$ cat src/rtl/mcc_seq_divider.sv
// rtl/mcc_seq_divider.sv - sequential restoring divider, 2N/N bits, one quotient bit per cycle
// Optional two's complement operation: define MCC_DIV_SIGNED_EN.
module mcc_seq_divider #(
  parameter int N = 8
) (
  input  logic           clk,
  input  logic           rst_n,
  input  logic           in_valid,
  output logic           in_ready,
  input  logic [2*N-1:0] dividend,
  input  logic [N-1:0]   divisor,
  output logic           out_valid,
  input  logic           out_ready,
  output logic [2*N-1:0] quotient,
  output logic [N-1:0]   remainder,
  output logic           div_by_zero
);

  typedef enum logic [1:0] {IDLE, RUN, DONE} state_t;

  localparam int CW = $clog2(2*N+1);
  localparam logic [CW-1:0] LAST = CW'(2*N);

  state_t          state;
  logic [CW-1:0]   cnt;
  logic [2*N-1:0]  dq;
  logic [N-1:0]    rem;
  logic [N-1:0]    dvs;

  logic [N:0]      t;
  logic [N:0]      b;
  logic [N:0]      d;
  logic [N:0]      c;
  logic            qbit;

  logic [2*N-1:0]  a_mag;
  logic [N-1:0]    b_mag;

`ifdef MCC_DIV_SIGNED_EN
  logic neg_q;
  logic neg_r;
  assign a_mag = dividend[2*N-1] ? -dividend : dividend;
  assign b_mag = divisor[N-1]    ? -divisor  : divisor;
`else
  assign a_mag = dividend;
  assign b_mag = divisor;
`endif

  // Trial subtraction t - dvs as a Manchester carry chain; since t < 2*dvs,
  // sum bit N is set exactly when t >= dvs.
  always_comb begin
    t    = {rem, dq[2*N-1]};
    b    = {1'b0, ~dvs};
    c    = '0;
    d    = '0;
    c[0] = 1'b1;
    for (int i = 0; i < N; i++) begin
      c[i+1] = (t[i] & b[i]) | ((t[i] ^ b[i]) & c[i]);
      d[i]   = t[i] ^ b[i] ^ c[i];
    end
    d[N] = t[N] ^ b[N] ^ c[N];
    qbit = d[N];
  end

  always_ff @(posedge clk or negedge rst_n) begin
    if (!rst_n) begin
      state       <= IDLE;
      in_ready    <= 1'b1;
      out_valid   <= 1'b0;
      quotient    <= '0;
      remainder   <= '0;
      div_by_zero <= 1'b0;
      cnt         <= '0;
      dq          <= '0;
      rem         <= '0;
      dvs         <= '0;
`ifdef MCC_DIV_SIGNED_EN
      neg_q       <= 1'b0;
      neg_r       <= 1'b0;
`endif
    end else begin
      case (state)
        IDLE: begin
          if (in_valid) begin
            in_ready <= 1'b0;
            if (divisor == '0) begin
              state       <= DONE;
              out_valid   <= 1'b1;
              quotient    <= '1;
              remainder   <= dividend[N-1:0];
              div_by_zero <= 1'b1;
            end else begin
              state <= RUN;
              dvs   <= b_mag;
              dq    <= a_mag;
              rem   <= '0;
              cnt   <= '0;
`ifdef MCC_DIV_SIGNED_EN
              neg_q <= dividend[2*N-1] ^ divisor[N-1];
              neg_r <= dividend[2*N-1];
`endif
            end
          end
        end
        RUN: begin
          if (cnt == LAST) begin
            // Extra cycle after the last iteration registers (and sign-fixes) the result.
            state     <= DONE;
            out_valid <= 1'b1;
`ifdef MCC_DIV_SIGNED_EN
            quotient  <= neg_q ? -dq : dq;
            remainder <= neg_r ? -rem : rem;
`else
            quotient  <= dq;
            remainder <= rem;
`endif
          end else begin
            dq  <= {dq[2*N-2:0], qbit};
            rem <= qbit ? d[N-1:0] : t[N-1:0];
            cnt <= cnt + CW'(1);
          end
        end
        DONE: begin
          if (out_ready) begin
            state       <= IDLE;
            out_valid   <= 1'b0;
            div_by_zero <= 1'b0;
            in_ready    <= 1'b1;
          end
        end
        default: begin
          state    <= IDLE;
          in_ready <= 1'b1;
        end
      endcase
    end
  end

endmodule
$ cat config.mk
export PLATFORM = sky130hd
export DESIGN_NAME = mcc_seq_divider
export DESIGN_NICKNAME = d
export VERILOG_FILES = /design/src/rtl/mcc_seq_divider.sv
export SDC_FILE = /design/constraint.sdc
export NUM_CORES = 1
export LEC_CHECK = 0
export CAP_MARGIN = 30
export CORE_MARGIN = 4
export CORE_UTILIZATION = 40
export CTS_CLUSTER_DIAMETER = 80
export DETAILED_ROUTE_END_ITERATION = 16
export PLACE_DENSITY = 0.6
export SYNTH_ARGS = -nofsm -noshare
export SYNTH_HDL_FRONTEND = slang
export SYNTH_SLANG_ARGS = --single-unit
$ cat constraint.sdc
create_clock -name clk -period 13.17 [get_ports clk]
set_input_delay 1.9755 -clock clk [delete_from_list [all_inputs] [get_ports clk]]
set_output_delay 1.9755 -clock clk [all_outputs]
set_load 0.005 [all_outputs]
==> flow_metrics.env, run 1 <==
export IMPL_p_int_mw=0.6437
export IMPL_cp_max_fo=13
export IMPL_crit_type="flop to flop"
export IMPL_async_reset_ff_share_pct=100.0
export IMPL_critPathBufInv=2
export IMPL_htree_num_levels=3
export IMPL_clk_path_buf_depth=2
export IMPL_hold_path_class="flop to flop"
export IMPL_worstPathRequired_ns=13.37
export IMPL_drt_vias_per_instance=5.041
export IMPL_clk_pin_slew_ns=0.07
export IMPL_ys_seq_area_share_pct=50.29
export IMPL_max_freq_ghz=0.2252
export IMPL_post_cts_buffers=0
export IMPL_power_frac_comb_pct=47.7
export IMPL_ant_nets=0
export IMPL_syn_area_per_cell_um2=10.67
export IMPL_grt_overflow_total=0
export IMPL_cts_tree="built"
export IMPL_status="completed"
export IMPL_cts_hold_buf=0
export IMPL_setup_viol=0
export IMPL_power_density_nw_per_um2=254.5
export IMPL_p_sw_mw=0.3895
export IMPL_fin_nets=398
export IMPL_diodes=0
export IMPL_wl_per_cell_um=15.00
export IMPL_critPathMostFrequentCell="fa_1"
export IMPL_slowest_delay_ns=0.41
export IMPL_yosysWarnings=0
export IMPL_cts_sinks=66
export IMPL_yosys_register_bits=66
export IMPL_detailedRoute_firstIterationViolations=101
export IMPL_yosysTopAreaCellShare_pct=49.49
export IMPL_start_util_pct=41.88
export IMPL_dr_pass1_iters=4
export IMPL_cp_start_kind="flop"
export IMPL_antenna_found_initial=0
export IMPL_skew_ns=0.004053
export IMPL_drive_gt1_share_pct=12.40
export IMPL_syn_area_um2=3287
export IMPL_ys_top_cells_by_area="dfrtp_1 49%, mux2i_1 6.7%, nand2_1 5.4%, mux2_2 5.1%, fa_1 4.3%"
export IMPL_via_count=2344
export IMPL_tightest_slew_ns=0.8262
export IMPL_root_buffer="clkbuf_8"
export IMPL_finalWeightedCongestion=0.7856
export IMPL_clock_latency_ns=0.33
export IMPL_synth_edff_count=0
export IMPL_drv_slew=0
export IMPL_drc=0
export IMPL_fillers=739
export IMPL_utilization_pct=51.74
export IMPL_pwr_share_clk_pct=16.3
export IMPL_end_kind="flop"
export IMPL_port_buffers=54
export IMPL_grt_setup_unrepaired="false"
export IMPL_die_w_um=98.65
export IMPL_switching_share_pct=37.70
export IMPL_period_needed_ns=4.440
export IMPL_wirelength_um=6975
export IMPL_finalHoldViolations=0
export IMPL_synth_fp_nets=346
export IMPL_max_slew_margin_pct=44.92
export IMPL_synth_main_ff_cell="dfrtp_1"
export IMPL_grt_pass1_wl_um=11650
export IMPL_cts_inserted_buffers=9
export IMPL_cp_cell_sequence="inv_1, ha_1, fa_1, fa_1, fa_1, fa_1, fa_1, fa_1, fa_1, xnor2_1, buf_4, nand2_1, o211ai_1, mux2i_1"
export IMPL_synthCells=308
export IMPL_seqPwrFrac_pct=36.1
export IMPL_worst_path_max_delay_cell="fa_1"
export IMPL_dp_hpwl_um=4602
export IMPL_leakage_nw=1.766
export IMPL_cts_resized=0
export IMPL_num_io_pins=55
export IMPL_synth_top_area_cell="dfrtp_1"
export IMPL_timing_setup_tns_ns=0
export IMPL_grt_use_total_pct=14.86
export IMPL_synth_cell_types=41
export IMPL_die_h_um=98.65
export IMPL_critical_path_top_delay_family="adder cells"
export IMPL_grt_max_degree=67
export IMPL_coreArea_um2=7848
export IMPL_worstPathArrival_ns=4.65
export IMPL_grt_pass1_vias=2311
export IMPL_rows=32
export IMPL_ir_drop_mv=0.1078
export IMPL_period_share_pct=33.72
export IMPL_synthToLayoutAreaGrowth_pct=23.52
export IMPL_maxCapViolations=0
export IMPL_dieArea_um2=9732
export IMPL_whs_ns=0.4967
## cells in the mapped netlist (2+ instances only)
| master | count |
|---|---|
| a31oi_1 | 17 |
| nor3_1 | 17 |
| a21o_1 | 2 |
| fa_1 | 7 |
| o211ai_1 | 7 |
| mux2i_1 | 22 |
| nor2_1 | 19 |
| inv_1 | 28 |
| nand2_1 | 47 |
| dfrtp_1 | 65 |
| buf_8 | 2 |
| mux2_1 | 4 |
| ha_1 | 3 |
| buf_2 | 4 |
| a2bb2oi_1 | 2 |
| buf_6 | 4 |
| clkbuf_1 | 7 |
| nand3_1 | 4 |
| o21ai_0 | 11 |
| mux2_2 | 15 |
## per-layer routing
metal,GRT usage (%),vias to the layer above,wire length (um),share of wire [%]
li1,-,1149,-,-
met1,21.17,1133,3385,49
met2,22.41,56,3152,45
met3,4.034,6,374,5.4
met4,4.097,0,63,0.90
met5,0,-,0,0
## layout make-up
type	count	area [um^2]	area share, %
clock buffers	11	151.4	3.729
clock inverters	3	40.04	0.9861
inverters	30	117.6	2.897
multi-input cells	194	1390	34.24
flip-flops and latches	66	1653	40.71
well taps	102	127.6	3.143
repair buffers	59	580.6	14.30
## cells in the final DEF, fill, tap and decap left out, drive strengths merged, types with 2 or more instances in the layout
master	count
nor2	20
clkbuf	11
mux2	19
a21o	2
mux2i	22
a2bb2oi	2
inv	30
o21ai	11
o211ai	7
clkdlybuf4s50	53
nand3	4
nor3	17
clkinv	2
nor4	2
fa	7
nand2	47
a21oi	2
dfrtp	65
a31oi	17
ha	3
buf	6
## power groups by stage
stage	clock network, mW	registers, mW	logic, mW
after floorplan	0	0.360	0.346
after CTS	0.172	0.373	0.498
final	0.168	0.373	0.493
after detailed placement	0	0.376	0.494
after global routing	0.182	0.386	0.558
after global placement	0	0.375	0.472
## registers in the layout, indices dropped and copies added (netlist names)
name         cells
rem              8
state            2
dvs              8
cnt              5
out_valid        1
dq              16
quotient        16
div_by_zero      1
in_ready         1
remainder        8
## through the flow
step           cell area (um^2)  total power, mW  instances  setup slack, ns
2_1_floorplan              3287           0.7064        308            8.841
3_3_place_gp               3846           0.8471        449            8.354
3_5_place_dp               3869           0.8706        451            8.693
4_1_cts                    4060            1.043        465            8.751
5_1_grt                    4060            1.126        465            8.446
6_report                   4060            1.033        465            8.730
## cell families after synthesis
| kind of cell | Yosys count | share of synthesized area, % |
|---|---|---|
| buf+inv | 48 | 7.499 |
| flops | 66 | 50.29 |
| xor+xnor | 1 | 0.2665 |
| fa+ha+maj | 10 | 5.405 |
| simple gates | 96 | 13.32 |
| mux | 41 | 13.21 |
| compound gates | 46 | 10.01 |
## path summary, 6_finish.rpt
kind	from	endpoint	slack (ns)	cells past startpoint
min	remainder[6]	remainder[6]	0.50	1
min in group asynchronous	rst_n	quotient[6]	1.82	2
max in group asynchronous	rst_n	dq[15]	10.81	2
min reg2reg	remainder[6]	remainder[6]	0.50	1
max reg2reg	dq[15]	rem[4]	8.73	14
max	dq[15]	rem[4]	8.73	14
Note: power is estimated with default switching activity, not from simulation.
==> run 2, diff against run 1 <==
==> constraint.sdc (replaced) <==
create_clock -name clk -period 4.16 [get_ports clk]
set_input_delay 0.624 -clock clk [delete_from_list [all_inputs] [get_ports clk]]
set_output_delay 0.624 -clock clk [all_outputs]
set_load 0.005 [all_outputs]
==> flow_metrics.env, run 2 (synthesis results as in run 1) <==
export IMPL_reg2reg_to="rem[4]"
export IMPL_fin_nets=404
export IMPL_worstPathRequired_ns=4.37
export IMPL_grt_use_total_pct=15.79
export IMPL_hold_path_class="input port to asynchronous set/reset pin"
export IMPL_status="completed"
export IMPL_reg_top3="dq (16), quotient (16)"
export IMPL_cts_sinks=66
export IMPL_power_density_nw_per_um2=802.2
export IMPL_clk_pin_slew_ns=0.07
export IMPL_num_io_pins=55
export IMPL_crit_type="flop to flop"
export IMPL_clock_latency_ns=0.33
export IMPL_crit_end="rem[4]"
export IMPL_via_count=2355
export IMPL_diodes=0
export IMPL_rrSetupSlack_ns=0.15
export IMPL_grt_max_degree=42
export IMPL_finalHoldViolations=0
export IMPL_placed_cell_area_um2=3911
export IMPL_drt_vias_per_instance=4.989
export IMPL_utilization_pct=52.54
export IMPL_setup_viol=0
export IMPL_die_w_um=98.65
export IMPL_grt_overflow_total=0
export IMPL_detailedRoute_firstIterationViolations=84
export IMPL_grt_pass1_wl_um=12320
export IMPL_cp_max_fo=7
export IMPL_cts_tree="built"
export IMPL_period_needed_ns=4.011
export IMPL_reg2reg_depth=14
export IMPL_end_kind="flop"
export IMPL_maxCapViolations=0
export IMPL_layout_commonest_cell="dfrtp_1"
export IMPL_root_buffer="clkbuf_8"
export IMPL_power_mw=3.307
export IMPL_dieArea_um2=9732
export IMPL_coreArea_um2=7848
export IMPL_synthToLayoutAreaGrowth_pct=25.43
export IMPL_r2r_start="dq[15]"
export IMPL_clk_path_buf_depth=2
export IMPL_drive_gt1_share_pct=14.86
export IMPL_port_buffers=54
export IMPL_antenna_found_initial=0
export IMPL_drv_slew=0
export IMPL_ant_nets=0
export IMPL_leakage_nw=1.796
export IMPL_finalWeightedCongestion=0.7858
export IMPL_wirelength_um=7247
export IMPL_wl_per_cell_um=15.35
export IMPL_max_slew_margin_pct=52.23
export IMPL_cts_hold_buf=0
export IMPL_period_share_pct=96.41
export IMPL_start_util_pct=41.88
export IMPL_grt_pass1_vias=2336
export IMPL_dr_pass1_iters=4
export IMPL_worstPathArrival_ns=4.22
export IMPL_max_freq_ghz=0.2493
export IMPL_htree_num_levels=3
export IMPL_ir_drop_mv=0.3974
export IMPL_cp_start_kind="flop"
export IMPL_cts_inserted_buffers=9
export IMPL_skew_ns=0.01036
export IMPL_rows=32
export IMPL_fin_area_um2=4123
export IMPL_stdcell_count=472
export IMPL_die_h_um=98.65
export IMPL_drc=0
export IMPL_tightest_slew_ns=0.7165
export IMPL_startpoint="dq[15]"
export IMPL_dp_hpwl_um=4929
export IMPL_dp_cells=455
export IMPL_final_cell_mix="65 x dfrtp_1, 53 x clkdlybuf4s50_1, 47 x nand2_1"
[run 2: changes by cell type in the layout (fill, tap and decap cells not counted)]
| cell | delta |
|---|---|
| fa_1 | -3 |
| clkbuf_1 | +1 |
| xnor2_1 | -1 |
| fa_2 | +3 |
| clkinv_2 | +1 |
| buf_4 | +4 |
| buf_8 | -1 |
| buf_6 | +2 |
| bufinv_16 | -1 |
| xnor2_4 | +1 |
| buf_12 | +1 |
[run 2: per-stage QoR]
stage               setup slack (ns)   TNS [ns]  hold slack (ns)
CTS                          0.02040          0           0.1042
global route               -0.001418  -0.001418           0.1005
detailed placement          0.002697          0           0.4610
floorplan                   0.002667          0           0.3284
global placement             0.06746          0           0.4731
finish                        0.1492          0           0.1115
[run 2: where the power goes]
part | switching [mW] | total (mW) | internal [mW]
Sequential | 0.231 | 1.19 | 0.960
Clock | 0.239 | 0.482 | 0.243
Combinational | 0.798 | 1.63 | 0.836
Total | 1.27 | 3.31 | 2.04
[run 2: worst max-delay path, cell delays in order, from the launching register on]
cell	delay, ns
dfrtp_1	0.35
inv_1	0.06
ha_1	0.20
fa_1	0.38
fa_1	0.39
fa_1	0.39
fa_1	0.39
fa_2	0.35
fa_2	0.35
fa_2	0.41
xnor2_4	0.21
buf_4	0.19
nand2_1	0.06
o211ai_1	0.08
mux2i_1	0.09
[run 2: area by class of cell]
type / count / area, um^2
inverter: 30 / 117.6
sequential: 66 / 1653
fill: 764 / 3725
tap: 102 / 127.6
clock buffer: 12 / 155.1
timing repair buffer: 65 / 638.1
clock inverter: 3 / 15.01
multi-input combinational: 194 / 1416
[run 2: timing repair]
| action | CTS | global route |
|---|---|---|
| pin swaps | 0 | 2 |
| gates cloned | 0 | 1 |
| buffers inserted | 0 | 0 |
| gates resized for setup | 1 | 6 |
| setup endpoints to repair | 3 | 9 |
[run 2: worst min-delay path by stage]
stage | from | end | slack (ns)
after global routing | rst_n | state[1] | 0.10
after floorplan | rst_n | cnt[0] | 0.33
after detailed placement | rst_n | state[1] | 0.46
after global placement | remainder[6] | remainder[6] | 0.47
final | rst_n | state[1] | 0.11
after CTS | rst_n | state[1] | 0.10
[run 2: routing by layer]
metal | global-route usage [%] | vias up | share of wire (%)
li1 | - | 1165 | -
met1 | 23.29 | 1139 | 50
met2 | 23.40 | 43 | 45
met3 | 2.972 | 8 | 3.7
met4 | 5.357 | 0 | 1.1
met5 | 0 | - | 0
==> run 3, diff against run 2 <==
--- a/config.mk
+++ b/config.mk
@@ -10,7 +10,6 @@
 export CORE_UTILIZATION = 40
 export CTS_CLUSTER_DIAMETER = 80
 export DETAILED_ROUTE_END_ITERATION = 16
-export PLACE_DENSITY = 0.6
 export SYNTH_ARGS = -nofsm -noshare
 export SYNTH_HDL_FRONTEND = slang
 export SYNTH_SLANG_ARGS = --single-unit
==> results of run 3 <==
Final layout, timing and power as in run 2 (identical DEF).
